File: src/rtl/sprite_draw_scheduler.sv
// Per-frame sprite draw sequencer.
// On frame_tick it walks the sprite table in index order. For each valid
// entry it runs a draw_start/draw_done handshake with the drawer, with a
// per-sprite timeout. After the last entry it holds a buffer swap request
// until it is acknowledged, then pulses frame_done.
//
// state | meaning
// IDLE  | waiting for frame_tick
// FETCH | table read strobe for the current index
// CHECK | table_valid returned for the current index
// START | one-cycle draw_start to the drawer
// WAIT  | waiting for draw_done or timeout
// SWAP  | swap_req held until swap_ack
module sprite_draw_scheduler #(
  parameter int NUM_SPRITES    = 8,
  parameter int IDX_WIDTH      = (NUM_SPRITES > 1) ? $clog2(NUM_SPRITES) : 1,
  parameter int TIMEOUT_CYCLES = 1024,
  parameter int OVR_WIDTH      = 8
) (
  input  logic                 clk,
  input  logic                 rstn,
  input  logic                 frame_tick,
  output logic                 table_rd_en,
  output logic [IDX_WIDTH-1:0] table_rd_idx,
  input  logic                 table_valid,
  output logic                 draw_start,
  output logic [IDX_WIDTH-1:0] draw_idx,
  input  logic                 draw_done,
  output logic                 swap_req,
  input  logic                 swap_ack,
  output logic                 frame_done,
  output logic                 busy,
  output logic                 timeout_err,
  input  logic                 err_clr,
  output logic [OVR_WIDTH-1:0] overrun_cnt
);

  // Timeout is a down-counter: loaded with TIMEOUT_CYCLES-1 in START and
  // terminal at zero, so WAIT lasts at most TIMEOUT_CYCLES cycles.
  localparam int CNT_WIDTH = (TIMEOUT_CYCLES > 2) ? $clog2(TIMEOUT_CYCLES) : 1;
  localparam logic [CNT_WIDTH-1:0] CNT_LOAD = CNT_WIDTH'(TIMEOUT_CYCLES - 1);
  localparam logic [IDX_WIDTH-1:0] LAST_IDX = IDX_WIDTH'(NUM_SPRITES - 1);

  typedef enum logic [2:0] {
    S_IDLE  = 3'd0,
    S_FETCH = 3'd1,
    S_CHECK = 3'd2,
    S_START = 3'd3,
    S_WAIT  = 3'd4,
    S_SWAP  = 3'd5
  } state_t;

  state_t                 state_q, state_d;
  logic [IDX_WIDTH-1:0]   idx_q, idx_d;
  logic [CNT_WIDTH-1:0]   cnt_q, cnt_d;
  logic                   frame_done_q;
  logic                   tmo_err_q;
  logic [OVR_WIDTH-1:0]   ovr_q;
  logic                   tmo_set;
  logic                   ovr_inc;
  logic                   last_idx;

  assign last_idx = (idx_q == LAST_IDX);
  assign ovr_inc  = frame_tick && (state_q != S_IDLE);

  // Next-state, index and timeout counter decode.
  always_comb begin
    state_d = state_q;
    idx_d   = idx_q;
    cnt_d   = cnt_q;
    tmo_set = 1'b0;
    case (state_q)
      S_IDLE: begin
        if (frame_tick) begin
          state_d = S_FETCH;
          idx_d   = '0;
        end
      end
      S_FETCH: state_d = S_CHECK;
      S_CHECK: begin
        if (table_valid) begin
          state_d = S_START;
        end else if (last_idx) begin
          state_d = S_SWAP;
        end else begin
          idx_d   = idx_q + 1'b1;
          state_d = S_FETCH;
        end
      end
      S_START: begin
        cnt_d   = CNT_LOAD;
        state_d = S_WAIT;
      end
      S_WAIT: begin
        if (draw_done || (cnt_q == '0)) begin
          // a draw_done on the terminal cycle still counts as a completed draw
          tmo_set = !draw_done;
          if (last_idx) begin
            state_d = S_SWAP;
          end else begin
            idx_d   = idx_q + 1'b1;
            state_d = S_FETCH;
          end
        end else begin
          cnt_d = cnt_q - 1'b1;
        end
      end
      S_SWAP: begin
        if (swap_ack) begin
          state_d = S_IDLE;
          idx_d   = '0;
        end
      end
      default: begin
        state_d = S_IDLE;
        idx_d   = '0;
      end
    endcase
  end

  // State, index, counter and frame_done registers.
  always_ff @(posedge clk) begin
    if (!rstn) begin
      state_q      <= S_IDLE;
      idx_q        <= '0;
      cnt_q        <= '0;
      frame_done_q <= 1'b0;
    end else begin
      state_q      <= state_d;
      idx_q        <= idx_d;
      cnt_q        <= cnt_d;
      frame_done_q <= (state_q == S_SWAP) && swap_ack;
    end
  end

  // Sticky timeout flag and saturating overrun counter; a set/increment
  // in the same cycle as err_clr takes priority over the clear.
  always_ff @(posedge clk) begin
    if (!rstn) begin
      tmo_err_q <= 1'b0;
      ovr_q     <= '0;
    end else begin
      if (tmo_set) begin
        tmo_err_q <= 1'b1;
      end else if (err_clr) begin
        tmo_err_q <= 1'b0;
      end
      if (ovr_inc) begin
        if (err_clr) begin
          ovr_q <= OVR_WIDTH'(1);
        end else if (ovr_q != {OVR_WIDTH{1'b1}}) begin
          ovr_q <= ovr_q + 1'b1;
        end
      end else if (err_clr) begin
        ovr_q <= '0;
      end
    end
  end

  assign table_rd_en  = (state_q == S_FETCH);
  assign draw_start   = (state_q == S_START);
  assign swap_req     = (state_q == S_SWAP);
  assign busy         = (state_q != S_IDLE);
  assign table_rd_idx = idx_q;
  assign draw_idx     = idx_q;
  assign frame_done   = frame_done_q;
  assign timeout_err  = tmo_err_q;
  assign overrun_cnt  = ovr_q;

endmodule

File: config.mk
export PLATFORM = sky130hd
export DESIGN_NAME = sprite_draw_scheduler
export DESIGN_NICKNAME = d
export VERILOG_FILES = /design/src/rtl/sprite_draw_scheduler.sv
export SDC_FILE = /design/constraint.sdc
export NUM_CORES = 1
export LEC_CHECK = 0
export CORE_MARGIN = 2
export CORE_UTILIZATION = 51
export CTS_CLUSTER_DIAMETER = 80
export DETAILED_ROUTE_END_ITERATION = 7
export PLACE_DENSITY = 0.86
export RECOVER_POWER = 50
export SLEW_MARGIN = 40
export SYNTH_ARGS = -nofsm -noshare
export SYNTH_HDL_FRONTEND = slang
export SYNTH_SLANG_ARGS = --single-unit
File: constraint.sdc
create_clock -name clk -period 2.5 [get_ports clk]
set_input_delay 0.5 -clock clk [delete_from_list [all_inputs] [get_ports clk]]
set_output_delay 0.5 -clock clk [all_outputs]
set_load 0.1 [all_outputs]
# [Word level (Yosys, flattened, before mapping)]
# Cells that the tools add are included.
[word_totals] regBits=26 input_bits=7
[op_classes] n_addsub=3 n_eq_ne=12 n_mux=21 bitwise_logic=1 n_reduce_logical=16
[op_table] cell="2-to-1 mux 8 bit" count=4
[op_table] cell="2-to-1 mux 3 bit" count=9
[op_table] cell="one-hot mux 10 bit (2 select lines)" count=1
[op_table] cell="one-hot mux 3 bit (6 select lines)" count=1
[op_table] cell="one-hot mux 3 bit (5 select lines)" count=1
[op_table] cell="zero test 10 bit" count=1
[op_table] cell="2-to-1 mux 10 bit" count=1
[op_table] cell="subtractor 10 x 1 -> 10 bit, second input constant" count=1
[op_table] cell="== test 3 bit, second input constant" count=3
[op_table] cell="adder 8 x 1 -> 8 bit, second input constant" count=1
[op_table] cell="!= test 2 bit, second input constant" count=4
[op_table] cell="!= test 8 bit, second input constant" count=1
[op_table] cell="nonzero test 2 bit" count=4
[op_table] cell="== test 3 x 2 -> 1 bit, second input constant" count=2
[op_table] cell="AND reduction 5 bit" count=1
[op_table] cell="2-to-1 mux 1 bit" count=4
[op_table] cell="AND reduction 2 bit" count=2
[op_table] cell="adder 3 x 1 -> 3 bit, second input constant" count=1
[op_table] cell="== test 3 x 1 -> 1 bit, second input constant" count=1
[op_table] cell="zero test 3 bit" count=1
[op_table] cell="AND reduction 3 bit" count=1
[op_table] cell="nonzero test 3 bit" count=1
[op_table] cell="logical AND 1 bit" count=2
[op_table] cell="!= test 2 x 1 -> 1 bit, second input constant" count=1
[op_table] cell="other kinds (4)" count=4

# [Logic depth before layout (Yosys ltp)]
[depth] depth_word=5 depth_mapped=8 ltp_nobuf=6

# [Worst setup path before layout]
# Ideal clock, no wire load.
[synth_timing] kind="register to output" startpoint="register state_q[0]" endpoint="output port table_rd_en" arrival_time_ps=2232 required_ps=2000 slack_ps=-232 stages_incl_launch_ff=4 cell_sequence="dfxtp_1 -> clkbuf_1 -> nor2b_1 -> nor2b_1"
[synth_between] elab_chain_len=1
[synth_rtl] element="start: declaration" line_no="53" text="state_t state_q, state_d;"
[synth_rtl] element="start signal: assignment" line_no="129" text="state_q <= state_d;"
[synth_rtl] element="== test 3 x 1 -> 1 bit" line_no="160" text="assign table_rd_en = (state_q == S_FETCH);"
[synth_rtl] element="end: declaration" line_no="23" text="output logic table_rd_en,"
# No other way between the ends.

# [Worst setup path in the final report]
[layout_timing] startpoint="register state_q[0]" endpoint="output port draw_start"
[layout_between] elab_chain_len=1
[layout_rtl] element="== test 3 x 2 -> 1 bit" line_no="161" text="assign draw_start = (state_q == S_START);"
[layout_rtl] element="end: declaration" line_no="26" text="output logic draw_start,"
# No other way between the ends.

==> out/metrics.csv <==
metric,value,unit
outcome,completed,
TritonCTS clock tree,built,
mean post-synth cell area,8.63,sq um
M1 GR Usage,23.3,%
R2R setup slack,300,ps
unrepaired setup endpoints after global routing,no,
Non-Filler Instances,218,
total track usage,19.3,%
Lkg Pwr,0.614,nW
grt peak-use layer,met2,
slew margin rel.,22.2,%
Post-DP HPWL,2.29,mm
syn nets,179,
#FFs+latches synth,26,
# diodes,0,
final setup margin,244,ps
H-tree Lvls,1,
total placed instance area,1690,sq um
clock sinks,26,
Main synth FF type,dfxtp_1,
Pwr Density,470,nW/um^2
gp weighted congestion,0.777,
final setup violation count,0,
I/O pins,27,
die height,57.3,um
Clock Tree Root,clkbuf_4,
Critical Path Start,state_q[0],
Post-CTS Resized,0,
DR WL/cell,13.9,um
final worst-path cycle share,90.3,%
total chip power,0.777,mW
final WL,3.04,mm
min cycle time layout,2260,ps
"commonest cells after routing, fill and taps aside","dfxtp_1 (26), clkbuf_1 (15), nand2_1 (12)",
Fin. Hold Viols,0,
asr flop ratio synth,0,%
number of global-route vias before repair,1178,
Placed Cells,215,
antenna-violating nets left,0,
CP Class,register to output pin,
clk_skew,6.66,ps
core footprint,2730,sq um
Max Clk Rate,443,MHz
"commonest non-fill, non-tap cell in the layout",dfxtp_1,
Hold WC Path Type,register to register,
"EDFF count, synth",0,
Synth Cell Area,1450,sq um
Worst-path clk slew,140,ps
post-synth cell types,46,
Die W,57.3,um
Critical R2R Launch,cnt_q[0],
Max Root-Sink Buffers,2,
worst endpoint required time,2000,ps
routing usage on met3,3.40,%
NumNets Final,200,
Remaining DRCs,0,
GRT Residual Overflow,0,
Worst Path Max Fanout,14,
Final Util,60.5,%
CP Launch Type,register,
hold_sp,draw_idx[1],
first-pass GRT wire length,5.04,mm
cell area after layout,1650,sq um
cells on worst reg2reg path,6,
initial antenna violation count,0,
cts bufs inserted,3,
num rows,19,
maximum vdd drop,299,uV
hold buffer count at cts,0,
Final Max Tran Viols,0,
largest net degree at the start of global routing,15,
Iter 0 DRT Violations,58,
Worst Tran Pin Value,1170,ps
Mapped Cells,168,
"Seq/Total Area, Yosys",35.9,%
Hold Path Cell Cnt,2,
routed vias/inst,5.98,
synthesis-to-finish area growth,14.1,%
IO buf count,26,
synth warn,0,
post-route setup TNS,0,ps
grt met2 use,34.5,%
Max Cap Viol,0,
Worst-Skew Late Latency,320,ps
Setup WS pre-CTS,186,ps
layout cells sized above 1,11.2,%
DIE AREA,3290,sq um
DR vias,1303,
DR pass1 iterations,4,
postcts setup bufs,0,
kind of end point of the critical path,output pin,
WHS,504,ps
Worst EP arrival,1760,ps
Initial Util,53.0,%
==> worst paths after layout <==
kind / to
max: draw_start
min: draw_idx[1]
min reg2reg: draw_idx[1]
max reg2reg: draw_idx[0]
==> layer usage <==
layer	vias up	share of wire [%]
met5	-	0
met4	0	0.89
met3	4	4.5
met2	31	49
met1	611	45
li1	657	-
==> worst max-delay path, cell delays in order (launching register included) <==
cell and delay (ps):
dfxtp_1 630, nand2_1 90, or2_2 370, inv_1 160
buf_12 190
==> cells in the mapped netlist (all sizes together) (2+ instances only) <==
cell type,instances,area (sq um)
dfxtp,26,521
nand2,12,45.0
a21oi,10,50.1
inv,10,37.5
nor3,8,40.0
a31oi,6,37.5
buf,6,43.8
clkbuf,6,22.5
nand3,6,42.5
nor2,6,22.5
nand4,5,31.3
o21ai,5,25.0
o31ai,5,51.3
or3,5,33.8
or4,5,38.8
ha,4,50.1
mux2i,4,40.0
nor2b,4,25.0
xor2,4,35.0
a211oi,3,22.5
and3,3,18.8
nand2b,3,18.8
o31a,3,27.5
and2,2,12.5
nand4b,2,17.5
nor4b,2,32.5
o2111ai,2,17.5
or2,2,12.5
==> flip-flops by register name, indices dropped and copies added (netlist names) <==
name         count
cnt_q           10
overrun_cnt      8
draw_idx         3
state_q          3
frame_done       1
timeout_err      1
==> report_power, final <==
group / internal, mW / switching (mW) / leakage (nW)
Clock: 0.0564 / 0.119 / 0.0138
Combinational: 0.0531 / 0.106 / 0.390
Sequential: 0.424 / 0.0186 / 0.210
Total: 0.534 / 0.243 / 0.614
==> cells by family after synthesis <==
kind of cell,Yosys count,synth area share (%)
compound gates,40,19.4
xor+xnor,5,3.02
fa+ha+maj,4,3.45
buf+inv,22,7.16
flops,26,35.9
mux,4,2.76
simple gates,67,28.3
==> layout make-up <==
| class | count | area (sq um) |
|---|---|---|
| repair buffers | 28 | 206 |
| flip-flops and latches | 26 | 520 |
| multi-input cells | 120 | 828 |
| well taps | 31 | 38.8 |
| clock buffers | 3 | 22.5 |
| fillers | 241 | 1080 |
| inverters | 10 | 37.5 |
Note: power is estimated with default switching activity, not from simulation.
